<file path="config.mk">
export PLATFORM = sky130hd
export DESIGN_NAME = divider_ratio_meter
export DESIGN_NICKNAME = d
export VERILOG_FILES = /design/src/rtl/divider_ratio_meter.sv
export SDC_FILE = /design/constraint.sdc
export NUM_CORES = 1
export LEC_CHECK = 0
export ABC_AREA = 1
export BUFFER_PORTS_ARGS = -buffer_cell sky130_fd_sc_hd__buf_2
export CELL_PAD_IN_SITES_DETAIL_PLACEMENT = 0
export CELL_PAD_IN_SITES_GLOBAL_PLACEMENT = 1
export CORE_MARGIN = 5
export CORE_UTILIZATION = 44
export CTS_BUF_LIST = sky130_fd_sc_hd__clkbuf_2 sky130_fd_sc_hd__clkbuf_4 sky130_fd_sc_hd__clkbuf_8
export DETAILED_ROUTE_END_ITERATION = 12
export GPL_TIMING_DRIVEN = 0
export PLACE_DENSITY = 0.83
export SLEW_MARGIN = 20
export SYNTH_ARGS = -nofsm -noshare
export SYNTH_HDL_FRONTEND = slang
export SYNTH_SLANG_ARGS = --single-unit
export TNS_END_PERCENT = 10
</file>
<file path="constraint.sdc">
create_clock -name clk -period 2.4 [get_ports clk]
set_input_delay 0.36 -clock clk [delete_from_list [all_inputs] [get_ports clk]]
set_output_delay 0.36 -clock clk [all_outputs]
set_load 0.05 [all_outputs]
</file>
<file path="src/rtl/divider_ratio_meter.sv">
// divider_ratio_meter
//   Monitors a divided clock generated from the same fast clock. Measures
//   the period (rise to rise) and the high time of div_in in clk cycles,
//   compares them with an expected even divide factor and reports lock once
//   LOCK_COUNT consecutive identical measurements have been seen.
//
// Ports
//   clk        fast reference clock, all logic on posedge
//   reset      asynchronous, active-high reset
//   enable     synchronous measurement enable
//   div_in     divided clock under test, already synchronous to clk
//   expected   expected divide factor N, sampled with each measurement
//   period     last measured period in clk cycles
//   high_time  clk samples with div_in=1 in the last period
//   valid      one-cycle pulse when period/high_time/mismatch update
//   mismatch   last measurement disagreed with expected (or N odd)
//   locked     LOCK_COUNT consecutive identical measurements seen
//   timeout    no rising edge within 2^WIDTH-1 cycles
module divider_ratio_meter #(
    parameter int unsigned WIDTH      = 8,
    parameter int unsigned LOCK_COUNT = 3
) (
    input  logic             clk,
    input  logic             reset,
    input  logic             enable,
    input  logic             div_in,
    input  logic [WIDTH-1:0] expected,
    output logic [WIDTH-1:0] period,
    output logic [WIDTH-1:0] high_time,
    output logic             valid,
    output logic             mismatch,
    output logic             locked,
    output logic             timeout
);

    localparam logic [WIDTH-1:0] CNT_MAX  = '1;
    localparam logic [3:0]       LOCK_MAX = 4'(LOCK_COUNT);

    typedef enum logic {
        IDLE,
        MEASURE
    } state_t;

    state_t           state;
    state_t           state_nx;
    logic             prev;
    logic             rise;
    logic [WIDTH-1:0] hi_cnt;
    logic [WIDTH-1:0] lo_cnt;
    logic [WIDTH-1:0] sum;
    logic [3:0]       match_cnt;
    logic [3:0]       match_nx;
    logic             same;
    logic             do_start;
    logic             do_meas;
    logic             do_timeout;
    logic             do_count;

    assign rise = div_in & ~prev;
    // Bounded by the timeout rule: sum never exceeds CNT_MAX.
    assign sum  = hi_cnt + lo_cnt;

    // State register
    always_ff @(posedge clk or posedge reset) begin
        if (reset) begin
            state <= IDLE;
        end else begin
            state <= state_nx;
        end
    end

    // Next-state logic; enable=0 overrides everything, including a rise.
    always_comb begin
        state_nx = state;
        if (!enable) begin
            state_nx = IDLE;
        end else begin
            case (state)
                IDLE:    if (rise) state_nx = MEASURE;
                MEASURE: if (!rise && sum == CNT_MAX) state_nx = IDLE;
                default: state_nx = IDLE;
            endcase
        end
    end

    // Control strobes and lock-counter update
    always_comb begin
        do_start   = 1'b0;
        do_meas    = 1'b0;
        do_timeout = 1'b0;
        do_count   = 1'b0;
        if (enable) begin
            case (state)
                IDLE:    do_start = rise;
                MEASURE: begin
                    if (rise)                do_meas    = 1'b1;
                    else if (sum == CNT_MAX) do_timeout = 1'b1;
                    else                     do_count   = 1'b1;
                end
                default: ;
            endcase
        end

        // period/high_time still hold the previous measurement here; a zero
        // match counter marks the first measurement since IDLE.
        same = (sum == period) && (hi_cnt == high_time);
        if (match_cnt == 4'd0 || !same) begin
            match_nx = 4'd1;
        end else if (match_cnt >= LOCK_MAX) begin
            match_nx = LOCK_MAX;
        end else begin
            match_nx = match_cnt + 4'd1;
        end
    end

    // Datapath and registered outputs
    always_ff @(posedge clk or posedge reset) begin
        if (reset) begin
            prev      <= 1'b0;
            hi_cnt    <= '0;
            lo_cnt    <= '0;
            match_cnt <= '0;
            period    <= '0;
            high_time <= '0;
            valid     <= 1'b0;
            mismatch  <= 1'b0;
            locked    <= 1'b0;
            timeout   <= 1'b0;
        end else begin
            prev  <= div_in;
            valid <= 1'b0;
            if (!enable) begin
                hi_cnt    <= '0;
                lo_cnt    <= '0;
                match_cnt <= '0;
                locked    <= 1'b0;
                timeout   <= 1'b0;
            end else if (do_start) begin
                hi_cnt <= WIDTH'(1);
                lo_cnt <= '0;
            end else if (do_meas) begin
                period    <= sum;
                high_time <= hi_cnt;
                hi_cnt    <= WIDTH'(1);
                lo_cnt    <= '0;
                valid     <= 1'b1;
                mismatch  <= (sum != expected) || (hi_cnt != (expected >> 1)) || expected[0];
                match_cnt <= match_nx;
                locked    <= (match_nx == LOCK_MAX);
                timeout   <= 1'b0;
            end else if (do_timeout) begin
                hi_cnt    <= '0;
                lo_cnt    <= '0;
                match_cnt <= '0;
                locked    <= 1'b0;
                timeout   <= 1'b1;
            end else if (do_count) begin
                if (div_in) hi_cnt <= hi_cnt + WIDTH'(1);
                else        lo_cnt <= lo_cnt + WIDTH'(1);
            end
        end
    end

endmodule

</file>
After elaboration in Yosys (flattened, before gate mapping)
Index checks and enable logic that the tools add are counted.
{"block": "totals", "register_bits": 42, "latch_bits": 0, "ram_bits": 0, "mem_bits_ro": 0, "out_inout_bits": 20, "wordCells": 88, "memories": 0}
{"block": "classes", "add_sub_neg": 4, "n_mul": 0, "n_div": 0, "magnitude_cmp": 1, "eq_ne": 11, "shifts": 0, "muxes": 45, "n_bitwise": 4, "n_reduce_logical": 12}
{"operator": "two-way mux 8 bit", "count": 12}
{"operator": "two-way mux 1 bit", "count": 26}
{"operator": "two-way mux 4 bit", "count": 6}
{"operator": "adder 8 x 1 -> 8 bit, second input constant", "count": 2}
{"operator": "equality test 8 bit", "count": 2}
{"operator": "inequality test 5 x 1 -> 1 bit, second input constant", "count": 2}
{"operator": "adder 8 bit", "count": 1}
{"operator": "equality test 8 bit, second input constant", "count": 1}
{"operator": "inequality test 8 x 7 -> 1 bit", "count": 1}
{"operator": "inequality test 8 bit", "count": 1}
{"operator": "AND reduction 2 bit", "count": 3}
{"operator": "inequality test 5 x 2 -> 1 bit, second input constant", "count": 1}
{"operator": "adder 4 x 1 -> 4 bit, second input constant", "count": 1}
{"operator": "equality test 4 x 2 -> 1 bit, second input constant", "count": 1}
{"operator": "greater-or-equal comparator 4 x 2 -> 1 bit, second input constant", "count": 1}
{"operator": "zero test 4 bit", "count": 1}
{"operator": "logical OR 1 bit", "count": 3}
{"operator": "inequality test 3 x 1 -> 1 bit, second input constant", "count": 1}
{"operator": "inverter 1 bit", "count": 3}
{"operator": "AND reduction 3 bit", "count": 1}
{"operator": "logical AND 1 bit", "count": 2}
{"operator": "zero test 1 bit", "count": 2}
{"operator": "inequality test 2 bit, second input constant", "count": 1}
{"operator": "one-hot mux 1 bit (2 select lines)", "count": 1}
{"operator": "bitwise AND 1 bit", "count": 1}

Longest topological paths before layout
{"block": "depth", "depth_word": 11, "depth_mapped": 15, "ltp_nobuf": 15}

Worst setup path after synthesis
No wires, ideal clock.
{"block": "synth_path", "path_type": "register to register", "startpoint": "reg hi_cnt[0]", "endpoint": "reg hi_cnt[4]", "arrival_time_ps": 2116, "t_required_ps": 2282, "path_slack_ps": 166, "stages_incl_launch_ff": 12, "cell_sequence": "dfrtp_1 > ha_1 > fa_1 > nand3_1 > nor3_1 > nand3_1 > nor2_4 > nand3_4 > nand2_4 > nand2_4 > nand2_1 > nand2_1"}
{"block": "synth_via", "elab_chain_cells": 10, "word_cells_on_any_way": 20, "cone_classes": "add/sub (2); eq/ne (3); mux (14); reduce/logical (1)"}
{"element": "from (decl)", "line": "48", "rtl": "logic [WIDTH-1:0] hi_cnt;"}
{"element": "from (signal assigned)", "line": "158", "rtl": "if (div_in) hi_cnt <= hi_cnt + WIDTH'(1);"}
{"element": "adder 8 bit *", "line": "61", "rtl": "assign sum = hi_cnt + lo_cnt;"}
{"element": "named net sum[1]", "line": "50", "rtl": "logic [WIDTH-1:0] sum;"}
{"element": "equality test 8 bit *", "line": "97", "rtl": "else if (sum == CNT_MAX) do_timeout = 1'b1;"}
{"element": "two-way mux 1 bit", "line": "97"}
{"element": "two-way mux 1 bit", "line": "96", "rtl": "if (rise) do_meas = 1'b1;"}
{"element": "two-way mux 1 bit", "line": "93", "rtl": "case (state)"}
{"element": "two-way mux 1 bit", "line": "92", "rtl": "if (enable) begin"}
{"element": "two-way mux 8 bit", "line": "151", "rtl": "end else if (do_timeout) begin"}
{"element": "two-way mux 8 bit", "line": "141", "rtl": "end else if (do_meas) begin"}
{"element": "two-way mux 8 bit", "line": "138", "rtl": "end else if (do_start) begin"}
{"element": "two-way mux 8 bit", "line": "132", "rtl": "if (!enable) begin"}
The timed path passes the listed nets; every way through them passes the cells marked *. The select of a mux whose other input is x is not followed.
A chain may end at the register's enable or synchronous reset.

Final worst setup path
{"block": "layout_path", "startpoint": "reg hi_cnt[0]", "endpoint": "reg hi_cnt[3]"}
Same word-level chain as after synthesis.

==> flow_summary.json <==
{
  "worstReg2RegEnd": "hi_cnt[3]",
  "cts_num_sinks": 42,
  "criticalPathCategory": "flop to flop",
  "post-route-min-period_ns": 2.44,
  "cp-end-kind": "flop",
  "critPathLaunch": "hi_cnt[0]",
  "synth_async_sr_flop_share_pct": 100,
  "dr.pass1.iters": 5,
  "dpl-instance-area_um2": 3150,
  "switching_power_uw": 652,
  "htreeDepth": 2,
  "finalSetupViolCount": 11,
  "seq_area_frac_synth_pct": 36.6,
  "io_pins": 32,
  "fmax_mhz": 409,
  "utilization_pct": 54.1,
  "fin_crit_sh_pct": 102,
  "violations": "setup timing",
  "synth_seq_cells": 42,
  "area_growth_pct": 19.6,
  "die_height_um": 90.8,
  "yosysUniqueCellTypes": 26,
  "pwr-share-clk_pct": 27.9,
  "grt_first_pass_wirelength_mm": 13.1,
  "port_buffers": 31,
  "hpwl_mm": 5.65,
  "dp_cells": 522,
  "worstHoldPathType": "input port to asynchronous set/reset pin",
  "drc": 0,
  "reg2reg_depth": 11,
  "synth_area_leader_cell": "dfrtp_1",
  "tightestPinTransition_ns": 0.569,
  "overflow": 0,
  "startpoint_type": "flop",
  "initial_core_util_pct": 45.3,
  "rr_startpoint": "hi_cnt[0]",
  "cts_root_buf": "clkbuf_8",
  "syn_area_per_cell_um2": 6.96,
  "cts_max_path_buffers": 2,
  "routabilityCongestion": 0.832,
  "setup_tns_ns": -0.364,
  "n_antenna_cell": 0,
  "critPathCapture": "hi_cnt[3]",
  "instances_no_fill": 538,
  "path_max_fanout": 8,
  "intPower_mw": 1.10,
  "finalClockSkew_ns": 0.0126,
  "row_count": 29,
  "via_count": 2708,
  "ys.flop_type": "dfrtp_1",
  "p_sw_share_pct": 37.2,
  "cts_buffers": 5,
  "syn_inst": 413,
  "synth_warnings": 0,
  "wl_mm": 7.61,
  "synth_nets": 437,
  "fin_area_um2": 3440,
  "grt_max_degree": 26,
  "comb_power_share_pct": 26.7,
  "syn_area_um2": 2880,
  "synth_area_leaders": "dfrtp_1, nand2_1, inv_1",
  "final-max-slew-violation-count": 0,
  "vdd_drop_max_mv": 0.297,
  "dieArea_um2": 8250,
  "synth_edf_count": 0,
  "maxCapViolCount": 0,
  "nets": 484,
  "detail_route.wl_per_cell_um": 14.2,
  "coreArea_um2": 6350,
  "worst_slack_ns": -0.0446,
  "crit_required_ns": 2.60,
  "slew_headroom_pct": 62.1,
  "track_usage_pct": 19.4,
  "via_per_inst": 5.03,
  "grt_pass1_vias": 2676,
  "clock_latency_ns": 0.31,
  "final_common_cell": "nand2_1",
  "antenna_found_initial": 0,
  "final_layout_size_suffix_gt1_share_pct": 19.7,
  "power_density_nw_per_um2": 511,
  "finalHoldViolCount": 0,
  "antenna_left": 0,
  "detail_route.iter0.violations": 132,
  "cts_tree": "built",
  "rrSetupSlack_ns": -0.04,
  "power.total_mw": 1.76,
  "crit_arrival_ns": 2.65,
  "synth.top_cell.area_share_pct": 36.6,
  "final_cell_mix": "nand2_1, inv_1, nor2_1, dfrtp_1, nand3_1",
  "status": "finished, violations left",
  "rsz0062_at_grt": "true",
  "static-leakage-power_nw": 1.85,
  "cts_hold_buf": 0,
  "die_x_um": 90.8,
  "path_clk_slew_ns": 0.10,
  "p_seq_share_pct": 45.4
}
worst min-delay path by stage:
stage | start | endpoint | slack [ns] | cells after the start
floorplan | div_in | prev | 0.39 | 0
global placement | timeout | timeout | 0.46 | 2
detailed placement | reset | high_time[0] | 0.38 | 2
CTS | reset | period[3] | 0.05 | 2
global route | reset | period[3] | 0.06 | 2
finish | reset | period[3] | 0.04 | 2
repair_timing:
| item | CTS | global route |
|---|---|---|
| setup endpoints to repair | 21 | 21 |
| setup buffers | 4 | 4 |
| pin swaps | 7 | 10 |
| resized for setup | 11 | 21 |
| gates cloned | 0 | 0 |
layer usage:
layer	vias to the layer above	track usage (%)	wire length, µm
met2	69	31.4	3530
met4	0	5.38	113
met3	8	3.67	385
li1	1392	-	-
met5	-	0	0
met1	1239	26.3	3580
power by group through the flow:
| stage | clock [mW] | combinational [mW] | sequential (mW) |
|---|---|---|---|
| 4_1_cts | 0.502 | 0.442 | 0.796 |
| 5_1_grt | 0.540 | 0.518 | 0.805 |
| 3_3_place_gp | 0 | 0.412 | 0.811 |
| 3_5_place_dp | 0 | 0.419 | 0.813 |
| 6_report | 0.489 | 0.469 | 0.797 |
| 2_1_floorplan | 0 | 0.202 | 0.906 |
cells in the mapped netlist (2+ instances only):
| cell | number |
|---|---|
| nand2_1 | 133 |
| inv_1 | 52 |
| dfrtp_1 | 42 |
| nor2_1 | 41 |
| nand3_1 | 36 |
| o21ai_0 | 21 |
| xor2_1 | 15 |
| nand4_1 | 12 |
| ha_1 | 11 |
| nand3b_1 | 7 |
| inv_2 | 6 |
| xnor2_1 | 6 |
| a21oi_1 | 5 |
| clkbuf_1 | 5 |
| nor3_1 | 5 |
| nand2_2 | 4 |
| nand2_4 | 2 |
| nor2_4 | 2 |
logic make-up (layout without fill, tap and decap cells):
logic type,count (synthesis),after routing,share of synthesized area [%]
AOI/OAI and AO/OA,28,28,5.05
xor gates and xnor gates,21,21,6.40
adders and majority gates,12,12,5.48
buffers and inverters,64,112,8.40
DFF,42,42,36.6
and+or+nand+nor,246,246,38.1
cell type report:
| type | count | area, µm² |
|---|---|---|
| plain buffers | 6 | 23.8 |
| repair buffers | 40 | 248 |
| fillers | 632 | 2910 |
| clock inverters | 3 | 21.3 |
| multi-input cells | 307 | 1710 |
| clock buffers | 5 | 68.8 |
| well taps | 77 | 96.3 |
| inverters | 58 | 218 |
| flip-flops and latches | 42 | 1060 |
through the flow:
step | hold WS, ns | worst slack (ns)
after detailed placement | 0.380 | -0.289
after floorplan | 0.391 | 0.166
after CTS | 0.0481 | 0.00831
after global placement | 0.465 | -0.240
final | 0.0391 | -0.0446
after global routing | 0.0598 | -0.165
sequential cells by signal, indices dropped and copies added, names as in the netlist:
signal / cells
valid: 1
state: 1
timeout: 1
prev: 1
locked: 1
hi_cnt: 8
period: 8
high_time: 8
mismatch: 1
lo_cnt: 8
match_cnt: 4
critical path, cell delays in order (launching register included):
cell	delay, ns
dfrtp_2	0.46
ha_4	0.19
fa_2	0.63
nand3_1	0.11
nor3_2	0.13
nand3_2	0.11
nor2_4	0.21
nand3_4	0.17
nand2_8	0.11
nand2_4	0.08
nand2_1	0.09
nand2_1	0.05
(Power assumes the default switching activity.)
